### src/rtl/sb_pkg.sv
// Shared types and byte-lane helpers for the store buffer.
// Entry widths are fixed here; the module-level width parameters must match.
package sb_pkg;

  localparam int SB_ADDR_WIDTH = 32;
  localparam int SB_DATA_WIDTH = 32;
  localparam int BYTES         = SB_DATA_WIDTH / 8;
  localparam int OFS_BITS      = $clog2(BYTES);
  localparam int WADDR_WIDTH   = SB_ADDR_WIDTH - OFS_BITS;

  typedef struct packed {
    logic [WADDR_WIDTH-1:0]   waddr;
    logic [SB_DATA_WIDTH-1:0] data;
    logic [BYTES-1:0]         be;
  } sb_entry_t;

  function automatic logic [SB_DATA_WIDTH-1:0] be_to_mask(input logic [BYTES-1:0] be);
    logic [SB_DATA_WIDTH-1:0] mask;
    mask = '0;
    for (int b = 0; b < BYTES; b++) begin
      mask[8*b +: 8] = {8{be[b]}};
    end
    return mask;
  endfunction

  function automatic logic [SB_DATA_WIDTH-1:0] merge_bytes(
    input logic [SB_DATA_WIDTH-1:0] old_data,
    input logic [SB_DATA_WIDTH-1:0] new_data,
    input logic [BYTES-1:0]         be
  );
    logic [SB_DATA_WIDTH-1:0] mask;
    mask = be_to_mask(be);
    return (old_data & ~mask) | (new_data & mask);
  endfunction

endpackage

### src/rtl/store_buffer_if.sv
// CPU-side and memory-side signals of the store buffer, bundled as one interface.
interface store_buffer_if #(
  parameter int ADDR_WIDTH = 32,
  parameter int DATA_WIDTH = 32
);
  localparam int BE_WIDTH = DATA_WIDTH / 8;

  logic [ADDR_WIDTH-1:0] cpu_addr;
  logic [DATA_WIDTH-1:0] cpu_wr_data;
  logic [BE_WIDTH-1:0]   cpu_wr_be;
  logic                  cpu_rd;
  logic                  cpu_wr;
  logic [DATA_WIDTH-1:0] cpu_rd_data;
  logic                  cpu_waitrequest;
  logic [ADDR_WIDTH-1:0] mem_addr;
  logic [DATA_WIDTH-1:0] mem_wr_data;
  logic [DATA_WIDTH-1:0] mem_wr_mask;
  logic                  mem_rd;
  logic                  mem_wr;
  logic [DATA_WIDTH-1:0] mem_rd_data;
  logic                  mem_waitrequest;
  logic                  sb_drain;
  logic                  sb_empty;

  modport slave (
    input  cpu_addr, cpu_wr_data, cpu_wr_be, cpu_rd, cpu_wr,
    input  mem_rd_data, mem_waitrequest, sb_drain,
    output cpu_rd_data, cpu_waitrequest,
    output mem_addr, mem_wr_data, mem_wr_mask, mem_rd, mem_wr, sb_empty
  );

  modport master (
    output cpu_addr, cpu_wr_data, cpu_wr_be, cpu_rd, cpu_wr,
    output mem_rd_data, mem_waitrequest, sb_drain,
    input  cpu_rd_data, cpu_waitrequest,
    input  mem_addr, mem_wr_data, mem_wr_mask, mem_rd, mem_wr, sb_empty
  );

endinterface

### src/rtl/store_buffer_fifo.sv
// Circular entry store with tail coalescing; exposes all entries oldest-first
// so the top level can overlay them onto load data.
module store_buffer_fifo
  import sb_pkg::*;
#(
  parameter int DEPTH = 4,
  localparam int PTR_W = $clog2(DEPTH),
  localparam int CNT_W = $clog2(DEPTH + 1)
) (
  input  logic             clock,
  input  logic             reset,
  input  logic             push,
  input  sb_entry_t        push_entry,
  input  logic             pop,
  output logic             coalesce,
  output logic [CNT_W-1:0] count,
  output sb_entry_t        age_entry [DEPTH],
  output logic [DEPTH-1:0] age_valid
);

  sb_entry_t        entry_q [DEPTH];
  logic [PTR_W-1:0] head_q;
  logic [PTR_W-1:0] tail_q;
  logic [PTR_W-1:0] tail_last;
  logic             alloc;

  function automatic logic [PTR_W-1:0] ptr_inc(input logic [PTR_W-1:0] p);
    return (p == PTR_W'(DEPTH - 1)) ? '0 : p + 1'b1;
  endfunction

  assign tail_last = (tail_q == '0) ? PTR_W'(DEPTH - 1) : tail_q - 1'b1;

  // A lone entry that is leaving this cycle can no longer absorb bytes.
  assign coalesce = (count != '0)
                 && (entry_q[tail_last].waddr == push_entry.waddr)
                 && !(pop && (count == CNT_W'(1)));
  assign alloc    = push && !coalesce;

  always_ff @(posedge clock) begin
    if (reset) begin
      head_q <= '0;
      tail_q <= '0;
      count  <= '0;
      for (int i = 0; i < DEPTH; i++) begin
        entry_q[i] <= '0;
      end
    end else begin
      if (push && coalesce) begin
        entry_q[tail_last].data <= merge_bytes(entry_q[tail_last].data,
                                               push_entry.data, push_entry.be);
        entry_q[tail_last].be   <= entry_q[tail_last].be | push_entry.be;
      end else if (push) begin
        entry_q[tail_q] <= push_entry;
        tail_q          <= ptr_inc(tail_q);
      end
      if (pop) begin
        head_q <= ptr_inc(head_q);
      end
      count <= count + CNT_W'(alloc) - CNT_W'(pop);
    end
  end

  always_comb begin
    for (int i = 0; i < DEPTH; i++) begin
      age_entry[i] = entry_q[PTR_W'((int'(head_q) + i) % DEPTH)];
      age_valid[i] = (i < int'(count));
    end
  end

endmodule

### src/rtl/store_buffer.sv
// Posted-write buffer in front of the single-port TCM: arbitrates the memory
// port between loads and drains and forwards buffered bytes into loads.
module store_buffer
  import sb_pkg::*;
#(
  parameter int ADDR_WIDTH = SB_ADDR_WIDTH,
  parameter int DATA_WIDTH = SB_DATA_WIDTH,
  parameter int DEPTH      = 4
) (
  input logic           clock,
  input logic           reset,
  store_buffer_if.slave bus
);

  localparam int CNT_W = $clog2(DEPTH + 1);

  sb_entry_t             age_entry [DEPTH];
  logic [DEPTH-1:0]      age_valid;
  logic [CNT_W-1:0]      count;
  sb_entry_t             push_entry;
  logic                  coalesce;
  logic                  has_data;
  logic                  full;
  logic                  drain;
  logic                  stall;
  logic                  push;
  logic                  pop;
  logic [DATA_WIDTH-1:0] fwd_data;

  assign push_entry = '{waddr: bus.cpu_addr[ADDR_WIDTH-1:OFS_BITS],
                        data:  bus.cpu_wr_data,
                        be:    bus.cpu_wr_be};

  assign has_data = (count != '0);
  assign full     = (count == CNT_W'(DEPTH));
  // Loads normally win the port; a full buffer or a fence hands it to the drain.
  assign drain    = has_data && (!bus.cpu_rd || full || bus.sb_drain);

  always_comb begin
    stall = 1'b0;
    if (bus.sb_drain)    stall = bus.cpu_rd || bus.cpu_wr;
    else if (bus.cpu_rd) stall = drain || bus.mem_waitrequest;
    else if (bus.cpu_wr) stall = full && !coalesce;
  end

  assign push = bus.cpu_wr && !stall;
  assign pop  = bus.mem_wr && !bus.mem_waitrequest;

  store_buffer_fifo #(.DEPTH(DEPTH)) u_fifo (
    .clock      (clock),
    .reset      (reset),
    .push       (push),
    .push_entry (push_entry),
    .pop        (pop),
    .coalesce   (coalesce),
    .count      (count),
    .age_entry  (age_entry),
    .age_valid  (age_valid)
  );

  // Oldest to youngest, so the youngest store to each byte lands last.
  always_comb begin
    fwd_data = bus.mem_rd_data;
    for (int i = 0; i < DEPTH; i++) begin
      if (age_valid[i] && (age_entry[i].waddr == push_entry.waddr)) begin
        fwd_data = merge_bytes(fwd_data, age_entry[i].data, age_entry[i].be);
      end
    end
  end

  assign bus.cpu_waitrequest = stall;
  assign bus.cpu_rd_data     = fwd_data;
  assign bus.mem_wr          = drain && !reset;
  assign bus.mem_rd          = bus.cpu_rd && !drain && !bus.sb_drain && !reset;
  assign bus.mem_addr        = drain ? {age_entry[0].waddr, {OFS_BITS{1'b0}}} : bus.cpu_addr;
  assign bus.mem_wr_data     = age_entry[0].data;
  assign bus.mem_wr_mask     = be_to_mask(age_entry[0].be);
  assign bus.sb_empty        = !has_data;

  a_rd_wr_exclusive: assert property (@(posedge clock) disable iff (reset)
    !(bus.cpu_rd && bus.cpu_wr));

  a_count_bound: assert property (@(posedge clock) disable iff (reset)
    count <= CNT_W'(DEPTH));

endmodule

### src/flat_wrapper.sv
// flat-port wrapper written by rule: the top's interface ports become plain ports
module store_buffer_flat import sb_pkg::*;
#(
  parameter int ADDR_WIDTH = SB_ADDR_WIDTH,
  parameter int DATA_WIDTH = SB_DATA_WIDTH,
  parameter int DEPTH      = 4
)
  (clock, reset, bus_cpu_addr, bus_cpu_wr_data, bus_cpu_wr_be, bus_cpu_rd, bus_cpu_wr, bus_mem_rd_data, bus_mem_waitrequest, bus_sb_drain, bus_cpu_rd_data, bus_cpu_waitrequest, bus_mem_addr, bus_mem_wr_data, bus_mem_wr_mask, bus_mem_rd, bus_mem_wr, bus_sb_empty);
  store_buffer_if #(.ADDR_WIDTH(ADDR_WIDTH), .DATA_WIDTH(DATA_WIDTH)) bus_i ();
  input logic clock;
  input logic reset;
  input wire logic [$bits(bus_i.cpu_addr)-1:0] bus_cpu_addr;
  input wire logic [$bits(bus_i.cpu_wr_data)-1:0] bus_cpu_wr_data;
  input wire logic [$bits(bus_i.cpu_wr_be)-1:0] bus_cpu_wr_be;
  input wire logic [$bits(bus_i.cpu_rd)-1:0] bus_cpu_rd;
  input wire logic [$bits(bus_i.cpu_wr)-1:0] bus_cpu_wr;
  input wire logic [$bits(bus_i.mem_rd_data)-1:0] bus_mem_rd_data;
  input wire logic [$bits(bus_i.mem_waitrequest)-1:0] bus_mem_waitrequest;
  input wire logic [$bits(bus_i.sb_drain)-1:0] bus_sb_drain;
  output wire logic [$bits(bus_i.cpu_rd_data)-1:0] bus_cpu_rd_data;
  output wire logic [$bits(bus_i.cpu_waitrequest)-1:0] bus_cpu_waitrequest;
  output wire logic [$bits(bus_i.mem_addr)-1:0] bus_mem_addr;
  output wire logic [$bits(bus_i.mem_wr_data)-1:0] bus_mem_wr_data;
  output wire logic [$bits(bus_i.mem_wr_mask)-1:0] bus_mem_wr_mask;
  output wire logic [$bits(bus_i.mem_rd)-1:0] bus_mem_rd;
  output wire logic [$bits(bus_i.mem_wr)-1:0] bus_mem_wr;
  output wire logic [$bits(bus_i.sb_empty)-1:0] bus_sb_empty;
  assign bus_i.cpu_addr = bus_cpu_addr;
  assign bus_i.cpu_wr_data = bus_cpu_wr_data;
  assign bus_i.cpu_wr_be = bus_cpu_wr_be;
  assign bus_i.cpu_rd = bus_cpu_rd;
  assign bus_i.cpu_wr = bus_cpu_wr;
  assign bus_i.mem_rd_data = bus_mem_rd_data;
  assign bus_i.mem_waitrequest = bus_mem_waitrequest;
  assign bus_i.sb_drain = bus_sb_drain;
  assign bus_cpu_rd_data = bus_i.cpu_rd_data;
  assign bus_cpu_waitrequest = bus_i.cpu_waitrequest;
  assign bus_mem_addr = bus_i.mem_addr;
  assign bus_mem_wr_data = bus_i.mem_wr_data;
  assign bus_mem_wr_mask = bus_i.mem_wr_mask;
  assign bus_mem_rd = bus_i.mem_rd;
  assign bus_mem_wr = bus_i.mem_wr;
  assign bus_sb_empty = bus_i.sb_empty;
  store_buffer #(.ADDR_WIDTH(ADDR_WIDTH), .DATA_WIDTH(DATA_WIDTH), .DEPTH(DEPTH)) u_core (.clock(clock), .reset(reset), .bus(bus_i));
endmodule
### config.mk
export PLATFORM = sky130hd
export DESIGN_NAME = store_buffer_flat
export DESIGN_NICKNAME = d
export VERILOG_FILES = /design/src/rtl/sb_pkg.sv /design/src/rtl/store_buffer_if.sv /design/src/rtl/store_buffer_fifo.sv /design/src/rtl/store_buffer.sv /design/src/flat_wrapper.sv
export SDC_FILE = /design/constraint.sdc
export NUM_CORES = 1
export LEC_CHECK = 0
export BUFFER_PORTS_ARGS = -buffer_cell sky130_fd_sc_hd__buf_2
export CELL_PAD_IN_SITES_DETAIL_PLACEMENT = 1
export CELL_PAD_IN_SITES_GLOBAL_PLACEMENT = 1
export CORE_MARGIN = 2
export CORE_UTILIZATION = 25
export CTS_CLUSTER_DIAMETER = 60
export DETAILED_ROUTE_END_ITERATION = 12
export PLACE_DENSITY_LB_ADDON = 0.1
export REMOVE_ABC_BUFFERS = 1
export SKIP_LAST_GASP = 1
export SYNTH_ARGS = -nofsm -noshare
export SYNTH_HDL_FRONTEND = slang
export SYNTH_SLANG_ARGS = --single-unit
### constraint.sdc
create_clock -name clock -period 24.6 [get_ports clock]
set_clock_uncertainty 0.2 [all_clocks]
set_input_delay 1.23 -clock clock [delete_from_list [all_inputs] [get_ports clock]]
set_output_delay 1.23 -clock clock [all_outputs]
set_load 0.05 [all_outputs]
==> results of run 1 <==
==> worst paths after layout <==
| check | start | to | cells past startpoint |
|---|---|---|---|
| min | u_core.u_fifo.head_q[0] | flip-flop | 2 |
| max reg2reg | u_core.u_fifo.tail_q[0] | u_core.u_fifo.entry_q[2][29] | 12 |
| max | u_core.u_fifo.head_q[1] | bus_cpu_rd_data[14] | 10 |
| min reg2reg | u_core.u_fifo.head_q[0] | flip-flop | 2 |
==> placed cells by master, fill, tap and decap left out, types with 11 or more instances in the layout <==
cell	instances
sky130_fd_sc_hd__o21ai_0	54
sky130_fd_sc_hd__clkbuf_16	46
sky130_fd_sc_hd__a21oi_2	29
sky130_fd_sc_hd__mux4_2	240
sky130_fd_sc_hd__nand3b_1	32
sky130_fd_sc_hd__o22ai_1	11
sky130_fd_sc_hd__nand2_1	92
sky130_fd_sc_hd__buf_4	52
sky130_fd_sc_hd__nand2b_1	13
sky130_fd_sc_hd__edfxtp_1	264
sky130_fd_sc_hd__inv_1	58
sky130_fd_sc_hd__a31oi_1	33
sky130_fd_sc_hd__nand3_1	21
sky130_fd_sc_hd__a21oi_1	90
sky130_fd_sc_hd__buf_2	237
sky130_fd_sc_hd__nand4_1	38
sky130_fd_sc_hd__mux2_2	106
sky130_fd_sc_hd__a211o_1	34
sky130_fd_sc_hd__xnor2_1	101
sky130_fd_sc_hd__nor2b_1	45
sky130_fd_sc_hd__mux2i_1	167
sky130_fd_sc_hd__nor2_1	64
sky130_fd_sc_hd__nor3_1	44
sky130_fd_sc_hd__nor4_1	19
sky130_fd_sc_hd__xor2_1	39
sky130_fd_sc_hd__a22oi_1	99
==> worst register-to-register path: stages (launching register included) <==
cell and delay, ns:
sky130_fd_sc_hd__dfxtp_4 0.76, sky130_fd_sc_hd__inv_1 0.33, sky130_fd_sc_hd__ha_4 0.67, sky130_fd_sc_hd__buf_4 0.73
sky130_fd_sc_hd__mux4_2 0.46, sky130_fd_sc_hd__xnor2_1 0.19, sky130_fd_sc_hd__nand2_1 0.23, sky130_fd_sc_hd__nor4_4 0.34
sky130_fd_sc_hd__nand4_2 0.43, sky130_fd_sc_hd__or2_4 0.60, sky130_fd_sc_hd__or4_4 0.84, sky130_fd_sc_hd__nand3_2 0.52
sky130_fd_sc_hd__buf_4 0.52
==> flip-flops by register name, summed over array words and instances (netlist names), named ones only <==
register / cells
u_core.u_fifo.entry_q: 264
u_core.u_fifo.head_q: 2
u_core.u_fifo.count: 3
u_core.u_fifo.tail_q: 2
==> per-stage QoR <==
stage	setup WS, ns	total power [mW]	utilization [%]	hold slack [ns]
floorplan	7.58	1.60	-	0.394
global placement	17.09	1.83	27.5	0.413
detailed placement	16.94	1.83	27.5	0.423
CTS	16.32	2.49	29.1	0.433
global route	16.26	2.57	29.1	0.447
finish	16.52	2.46	29.1	0.432
==> final cells by class <==
| type | instances | area [um2] | area share (%) |
|---|---|---|---|
| multi-input combinational | 1501 | 15000 | 53.5 |
| sequential | 273 | 8130 | 29.0 |
| timing repair buffer | 290 | 1600 | 5.69 |
| tap | 1276 | 1600 | 5.69 |
| clock buffer | 52 | 1180 | 4.22 |
| clock inverter | 30 | 334 | 1.19 |
| inverter | 59 | 221 | 0.789 |
==> routing by layer <==
metal | wire [um] | vias up | GRT usage (%)
met5 | 26 | - | 0
met4 | 2660 | 4 | 5.31
met3 | 4490 | 144 | 2.28
met2 | 53600 | 608 | 37.1
met1 | 48000 | 10500 | 28.9
li1 | - | 8423 | -
==> power groups by stage <==
stage / registers, mW / clock network [mW] / logic [mW]
floorplan: 0.661 / 0 / 0.935
finish: 0.605 / 0.650 / 1.21
global placement: 0.612 / 0 / 1.22
detailed placement: 0.615 / 0 / 1.22
CTS: 0.605 / 0.664 / 1.22
global route: 0.611 / 0.681 / 1.28
==> cells by family after synthesis <==
logic type | share of synthesized area [%]
multiplexers | 34.1
AND/OR/NAND/NOR | 9.59
buffers and inverters | 5.48
adder cells (fa/ha/maj) | 0.444
flip-flops | 33.4
XOR/XNOR | 5.33
AO/OA/AOI/OAI | 11.6
==> run metrics, run 1 <==
ratio of routed vias to standard cells=roughly 5.7; min Tclk post-route=slightly above 8 ns; synth unique cells=74; most frequent cell after synthesis=sky130_fd_sc_hd__edfxtp_1; clock tree from TritonCTS=done; via count=between 15k and 20k; final routed wirelength across all metal layers=about 110000 um; cell family with most CP delay=simple AND/OR/NAND/NOR gates; Critical Path RT=between 20 and 25 ns; antenna violations before repair=3; routed length per instance=between 30 and 40 um; critical path's largest stage delay=approximately 1.2 ns; endpoint kind of the worst setup timing path=primary output; Initial DRC Count=about 1.3k; post-detailed-placement half-perimeter wirelength=between 70000 and 80000 um; total clock sinks=around 270; total DRC errors in the routed layout=0; internal power of the cells=between 1 and 1.5 mW; power density over the cells=about 88 nW/um2; Final Wtd Congestion=around 0.84; Max Cap Viol=0; filler-free cell count of the finished design=~3.5k; post-synthesis instance area=roughly 24000 um2; Register-to-Register Setup Slack=approximately 17 ns; number of top-level pins=about 240; number of buffers inserted to repair setup after CTS=0; Final period util=32.8%; Switching Share=43.2%; prevailing post-synth register cell=sky130_fd_sc_hd__edfxtp_1; library cell used as clock root buffer=sky130_fd_sc_hd__clkbuf_16; static leakage=just over 9 nW; clock input transition at the sequential cells of the worst setup and hold paths=about 0.05 ns; Post-synth ARST share=0%; switching power=around 1.1 mW; critical path data arrival time=between 6 and 7 ns; area enclosed by the die boundary=~99000 um2; total iterations of the first detailed-routing run=5; part of the power in the clock network=26.4%; Num CTS Buffers=44; kind of start point of the critical path=flip-flop; maximum clock frequency=roughly 120 MHz; Gate power share=49.0%; Commonest cells post-synth=264 x sky130_fd_sc_hd__edfxtp_1, 240 x sky130_fd_sc_hd__mux4_2, 167 x sky130_fd_sc_hd__mux2i_1; global-route usage over all layers=between 20% and 30%; DIE HEIGHT=approximately 320 um; kind of critical path=reg -> out; PostCTS Resize Cnt=0; Worst path slowest cell=sky130_fd_sc_hd__nor3_2; setup repair after global routing missed its margin=false; ratio of cells with drive above 1 in the final layout=a little over a third; Design Area, Final=approximately 28000 um2; biggest fanout along the worst timing path=56; relative slew slack=15.6%; number of cells in the design after placement=approximately 3.4k; worst supply voltage drop on vdd=~59 uV; largest net degree at the start of global routing=~150; wire length of the first global-routing pass=roughly 160000 um; layout filler cell count=roughly 11k; final-layout setup total negative slack=0 ns; CTS hold repair buffers=0; cell taking the most area after synthesis=sky130_fd_sc_hd__edfxtp_1; biggest area contributors in the synthesized netlist=sky130_fd_sc_hd__edfxtp_1 33%, sky130_fd_sc_hd__mux4_2 22%, sky130_fd_sc_hd__mux2i_1 6.9%, sky130_fd_sc_hd__mux2_2 4.9%, sky130_fd_sc_hd__xnor2_1 3.6%; H-tree depth reported by CTS=2; portion of total power attributed to sequential cells=between 20% and 30%; chain of cells forming the critical path=ha_4 > buf_4 > mux4_2 > xor2_1 > nor4b_1 > nand4_1 > nor3_2 > mux2_2 > a211o_1 > buf_2; remaining antenna violation count=0; number of buffer and inverter stages on the critical path=2; placed inst area=roughly 27000 um2; Synth Warn #=0; number of buffers on the longest clock path=3; share of the yosys chip area belonging to registers=33.4%; Slew @ Worst Pin=approximately 1.3 ns; type of the tightest min-delay check=reg -> reg; Net count, final=about 2.3k; max-slew violations=0; Buffers on Ports=roughly 240; via count of the first global-routing pass=about 21k; final hold violation count=0; clock insertion delay at the later pin of the skew report=slightly below 0.6 ns; ANT cells=0; # rows=between 100 and 150; grt ovf=0; number of synthesized flops with an enable pin=between 200 and 300; status=finished, final reports clean; starting density of the core=between 20% and 30%; Die Width=about 320 um; Gate Count Post-Synth=between 2k and 2.5k; synthesized area per cell=around 12 um2; proportion of netlist area held by the largest area contributor=approximately a third; area of the placeable core=slightly below 100000 um2; Setup Viol. Count Final=0; Layout area overhead=15.8%; flops & latches, synth=approximately 270
Power figures use the tool's default switching activity.
==> run 2, diff against run 1 <==
==> constraint.sdc (replaced) <==
create_clock -name clock -period 7.4 [get_ports clock]
set_clock_uncertainty 0.2 [all_clocks]
set_input_delay 0.37 -clock clock [delete_from_list [all_inputs] [get_ports clock]]
set_output_delay 0.37 -clock clock [all_outputs]
set_load 0.05 [all_outputs]
==> run 2 against run 1 <==
Effect of this change:
- via count is 0.17% lower
- first-iteration DRC count is 23% higher
- register-to-register slack worse by 16 ns
- sequential share of layout area is 0.20 points lower
- final area is 0.68% higher
- power grew to 3.3 times the previous value
- wire length is 1.7% lower
- critical path depth is 1 higher
- combinational power grew to 3.3 times the previous value
==> run metrics, run 2 (synthesized netlist as in run 1, its figures left out) <==
setup repair after global routing missed its margin=false; total clock sinks=approximately 270; post-layout total power=8.14 mW; Buffers on Ports=between 200 and 250; clock input transition at the sequential cells of the worst setup and hold paths=~0.060 ns; total iterations of the first detailed-routing run=7; via count=19.7k; Max Cap Viol=0; Layout area overhead=16.6%; filler-free cell count of the finished design=around 3.5k; number of top-level pins=between 200 and 250; status=finished, final reports clean; Final Wtd Congestion=about 0.86; static leakage=9.43 nW; Largest register FFs=264; DIE HEIGHT=between 300 and 400 um; # rows=~110; maximum clock frequency=between 150 and 200 MHz; number of buffers on the longest clock path=3; Die Width=315 um; min Tclk post-route=between 6 and 7 ns; PostCTS Resize Cnt=0; wire length of the first global-routing pass=between 150000 and 200000 um; clock tree from TritonCTS=done; area of the placeable core=96400 um2; power density over the cells=roughly 290 nW/um2; global-route usage over all layers=between 20% and 30%; relative slew slack=22.7%; kind of critical path=reg -> out; Initial DRC Count=approximately 1.7k; Final period util=just under 90%; final routed wirelength across all metal layers=approximately 110000 um; grt ovf=0; endpoint kind of the worst setup timing path=primary output; routed length per instance=a little over 30 um; largest net degree at the start of global routing=119; final hold violation count=0; max-slew violations=0; H-tree depth reported by CTS=2; starting density of the core=around a quarter; Net count, final=about 2.3k; area enclosed by the die boundary=roughly 99000 um2; Setup Viol. Count Final=0; Slew @ Worst Pin=1.16 ns; Largest regs=u_core.u_fifo.entry_q (264), u_core.u_fifo.count (3); biggest fanout along the worst timing path=between 100 and 150; utilization after layout=~29%; most frequent cells in the layout=264 x sky130_fd_sc_hd__edfxtp_1, 240 x sky130_fd_sc_hd__mux4_2, 237 x sky130_fd_sc_hd__buf_2; kind of start point of the critical path=flip-flop; type of the tightest min-delay check=in -> reg; Critical Path RT=roughly 7 ns; Design Area, Final=between 20000 and 30000 um2; number of buffers inserted to repair setup after CTS=0; via count of the first global-routing pass=about 20k; remaining antenna violation count=0; library cell used as clock root buffer=sky130_fd_sc_hd__clkbuf_16; post-detailed-placement half-perimeter wirelength=72800 um; placed inst area=about 27000 um2; final worst hold slack=0.0204 ns; Reg with most FFs=u_core.u_fifo.entry_q; ratio of routed vias to standard cells=5.61; ratio of cells with drive above 1 in the final layout=36.4%; most common cell after layout, fill and taps aside=sky130_fd_sc_hd__edfxtp_1; worst supply voltage drop on vdd=slightly above 200 uV; number of cells in the design after placement=3418; critical path data arrival time=approximately 6 ns; antenna violations before repair=4; Num CTS Buffers=between 40 and 50; total DRC errors in the routed layout=0; clock insertion delay at the later pin of the skew report=a little under 0.6 ns
## run 2: cell count changes in the layout (fill, tap and decap cells not counted), moves of 3 or more
| cell | delta |
|---|---|
| sky130_fd_sc_hd__dlygate4sd3_1 | +3 |
| sky130_fd_sc_hd__clkinv_1 | +4 |
| sky130_fd_sc_hd__clkinvlp_4 | -7 |
| sky130_fd_sc_hd__buf_12 | +5 |
| sky130_fd_sc_hd__inv_6 | +6 |
| sky130_fd_sc_hd__bufinv_16 | -4 |
| sky130_fd_sc_hd__buf_4 | +14 |
## run 2: per-stage QoR
stage          setup WS (ns)  TNS [ns]
2_1_floorplan          -8.76  -1659.67
3_3_place_gp            1.68         0
3_5_place_dp            1.63         0
4_1_cts                0.971         0
5_1_grt                0.633         0
6_report               0.967         0
## run 2: where the power goes
group          total [mW]  switching, mW  leakage [nW]  internal (mW)
clock network        2.09          0.859         0.722           1.24
registers            2.00          0.180          2.82           1.82
logic                4.05           2.53          5.89           1.51
total                8.14           3.57          9.43           4.57
## run 2: final cells by class
type / instances / area (um2)
flip-flops and latches: 273 / 8130
multi-input cells: 1501 / 15000
clock inverters: 32 / 248
clock buffers: 54 / 1220
fillers: 10600 / 68200
repair buffers: 312 / 1830
inverters: 59 / 221
well taps: 1276 / 1600
diodes: 1 / 2.50
## run 2: worst paths after layout
path         cells past startpoint  slack (ns)                     from                           end
max                             11        0.97  u_core.u_fifo.head_q[0]            bus_cpu_rd_data[1]
min                              3        0.02      bus_cpu_wr_data[17]  u_core.u_fifo.entry_q[3][21]
max reg2reg                     10        1.66  u_core.u_fifo.tail_q[1]  u_core.u_fifo.entry_q[2][35]
min reg2reg                      2        0.39  u_core.u_fifo.head_q[1]       u_core.u_fifo.head_q[0]
## run 2: what timing repair did
action                                 CTS  global route
endpoints found under the hold margin    7             0
hold buffers                             3             0
setup endpoints to repair                0             0
## run 2: routing by layer
metal  part of all wire (%)  GRT usage, %  up-vias
li1                       -             -     8482
met3                    4.5          2.64      124
met4                    2.4          5.72        2
met2                     49          35.9      583
met5                  0.011             0        -
met1                     44          28.0    10500
## run 2: critical path, cell delays in order, from the launching register on
cell                      delay, ns
sky130_fd_sc_hd__dfxtp_4       0.37
sky130_fd_sc_hd__buf_12        0.57
sky130_fd_sc_hd__buf_4         0.85
sky130_fd_sc_hd__mux4_2        0.61
sky130_fd_sc_hd__xor2_1        0.21
sky130_fd_sc_hd__nor4b_1       0.31
sky130_fd_sc_hd__nand4_1       0.13
sky130_fd_sc_hd__buf_4         0.21
sky130_fd_sc_hd__nor3_2        0.84
sky130_fd_sc_hd__mux2_2        0.43
sky130_fd_sc_hd__a211o_1       0.27
sky130_fd_sc_hd__buf_2         0.21
==> run 3, diff against run 2 <==
--- a/config.mk
+++ b/config.mk
@@ -10,6 +10,7 @@
 export CELL_PAD_IN_SITES_GLOBAL_PLACEMENT = 1
 export CORE_MARGIN = 2
 export CORE_UTILIZATION = 25
+export CTS_BUF_LIST = sky130_fd_sc_hd__clkbuf_8
 export CTS_CLUSTER_DIAMETER = 60
 export DETAILED_ROUTE_END_ITERATION = 12
 export PLACE_DENSITY_LB_ADDON = 0.1
==> run 3 against run 2 <==
Effect of this change:
- highest routed layer unchanged
- fmax is 2.1% lower
- clock power decreased by 16%
- cell count increased by 1.7%
- first-iteration DRC count fell by 8.1%
- utilization increased by 0.11 points
- critical endpoint is now bus_cpu_rd_data[3]
- non-clock buffer count up 36
- sequential cell count unchanged
- die area unchanged
==> run metrics, run 3 (synthesized netlist as in run 1, its figures left out) <==
status=finished, final reports clean; min Tclk post-route=between 6 and 7 ns; number of cells in the design after placement=about 3.4k; Final period util=88.8%; number of cells traversed by the worst hold path=3; Largest register FFs=about 260; max-slew violations=0; library cell used as clock root buffer=sky130_fd_sc_hd__clkbuf_8; endpoint kind of the worst setup timing path=primary output; library cell appearing most often on the critical path=sky130_fd_sc_hd__buf_4; H-tree depth reported by CTS=2; Largest regs=u_core.u_fifo.entry_q (264), u_core.u_fifo.count (3); number of buffers on the longest clock path=3; maximum clock frequency=~150 MHz; Final Wtd Congestion=~0.86; worst supply voltage drop on vdd=between 150 and 200 uV; final hold violation count=0; final routed wirelength across all metal layers=approximately 110000 um; kind of critical path=reg -> out; chain of cells forming the critical path=buf_12 > buf_4 > mux4_2 > xor2_1 > nor4b_1 > nand4_1 > buf_4 > nor3_2 > mux2_2 > a211o_1 > buf_2; portion of total power attributed to sequential cells=about a quarter; part of the power in the clock network=22.5%; Reg with most FFs=u_core.u_fifo.entry_q; crit path setup slack, layout=approximately 0.83 ns; Die Width=around 320 um; total iterations of the first detailed-routing run=5; Gate power share=approximately 52%; ratio of cells with drive above 1 in the final layout=between 30% and 40%; pre-CTS WS=about 1.6 ns; Buffers on Ports=roughly 240; post-detailed-placement half-perimeter wirelength=about 73000 um; internal power of the cells=roughly 4.3 mW; remaining antenna violation count=0; biggest fanout along the worst timing path=around 120; wire length of the first global-routing pass=roughly 150000 um; type of the tightest min-delay check=in -> reg; met2 demand-to-capacity share in global routing=36.5%; DIE HEIGHT=~320 um; relative slew slack=a little over a fifth; met3 Track Usage GR=2.27%; placed inst area=26800 um2; power density over the cells=roughly 280 nW/um2; most frequent cells in the layout=264 x sky130_fd_sc_hd__edfxtp_1, 240 x sky130_fd_sc_hd__mux4_2, 237 x sky130_fd_sc_hd__buf_2; largest net degree at the start of global routing=roughly 120; antenna violations before repair=5; kind of start point of the critical path=flip-flop; clock tree from TritonCTS=done; Setup Viol. Count Final=0; routed length per instance=roughly 30 um; final-layout setup total negative slack=0 ns; setup repair after global routing missed its margin=false; Most Used Layer, Global Route=met2; via count of the first global-routing pass=a little over 20k; static leakage=roughly 9.5 nW; filler-free cell count of the finished design=between 3k and 4k; post-layout total power=between 7 and 8 mW; total DRC errors in the routed layout=0; PostCTS Resize Cnt=0; met1 demand-to-capacity share in global routing=28.2%; total clock sinks=273; FF-to-FF path depth=11; area enclosed by the die boundary=about 99000 um2; via count=between 15k and 20k; Num CTS Buffers=between 50 and 60; starting density of the core=25.1%; Max Cap Viol=0; switching power=3.50 mW; layout filler cell count=between 10k and 15k; most common cell after layout, fill and taps aside=sky130_fd_sc_hd__edfxtp_1; global-route usage over all layers=a little over a fifth; Net count, final=2356; clock insertion delay at the later pin of the skew report=around 0.70 ns; Worst path slowest cell=sky130_fd_sc_hd__buf_4; Critical Path RT=about 7 ns; area of the placeable core=between 90000 and 100000 um2; grt ovf=0; number of top-level pins=about 240; Switching Share=between 40 and 50%; Design Area, Final=between 20000 and 30000 um2; Initial DRC Count=approximately 1.5k; ratio of routed vias to standard cells=roughly 5.6; Slew @ Worst Pin=around 1.2 ns; critical path's largest stage delay=0.85 ns; clock input transition at the sequential cells of the worst setup and hold paths=~0.060 ns; Layout area overhead=17.0%; critical path data arrival time=roughly 6.0 ns; # rows=114
[run 3: cell count changes in the layout (fill, tap and decap cells not counted), sizes merged]
cell	before	now
dlygate4sd3	3	39
clkbuf	54	60
clkinv	20	26
bufinv	1	6
diode	1	4
inv	68	71
clkinvlp	2	3
[run 3: layout make-up]
cell class                 count  area, um2  share of cell area [%]
timing repair buffer         348       2190                    7.73
antenna                        4       10.0                  0.0353
multi-input combinational   1501      15000                    52.9
clock inverter                47        383                    1.35
clock buffer                  60        826                    2.91
inverter                      59        221                   0.781
sequential                   273       8130                    28.7
tap                         1276       1600                    5.63
[run 3: final timing paths]
path | start | to | slack (ns)
max | u_core.u_fifo.head_q[0] | bus_cpu_rd_data[3] | 0.83
min | bus_cpu_addr[26] | u_core.u_fifo.entry_q[2][60] | 0.05
max reg2reg | u_core.u_fifo.tail_q[1] | u_core.u_fifo.entry_q[2][4] | 1.62
min reg2reg | u_core.u_fifo.head_q[1] | flip-flop | 0.39
[run 3: worst max-delay path, delay by kind of cell, from the launching register on]
| family | cells | cell delay (ns) |
|---|---|---|
| mux | 2 | 1.03 |
| compound gates | 1 | 0.27 |
| buf+inv | 4 | 1.79 |
| xor+xnor | 1 | 0.20 |
| flops | 1 | 0.37 |
| simple gates | 3 | 1.28 |
[run 3: routing by layer]
metal	vias up	routed length (um)
met5	-	11
met4	2	2240
met3	118	4710
met2	610	53700
met1	10600	46700
li1	8579	-
[run 3: through the flow]
stage                     utilization [%]  hold WS, ns
after floorplan                         -        0.239
after global placement               27.7        0.368
after detailed placement             27.7        0.382
after CTS                            29.4      0.00149
after global routing                 29.4       0.0226
final                                29.4       0.0485
[run 3: repair_timing]
action | CTS | global route
hold buffers | 39 | 0
setup buffers | 0 | 0
endpoints found under the hold margin | 64 | 0
[run 3: power by group through the flow]
stage / Sequential, mW / Clock (mW) / Combinational [mW]
CTS: 1.99 / 1.81 / 4.11
global placement: 2.02 / 0 / 4.07
detailed placement: 2.03 / 0 / 4.08
finish: 2.00 / 1.76 / 4.06
global route: 2.01 / 1.87 / 4.30
floorplan: 2.20 / 0 / 3.11
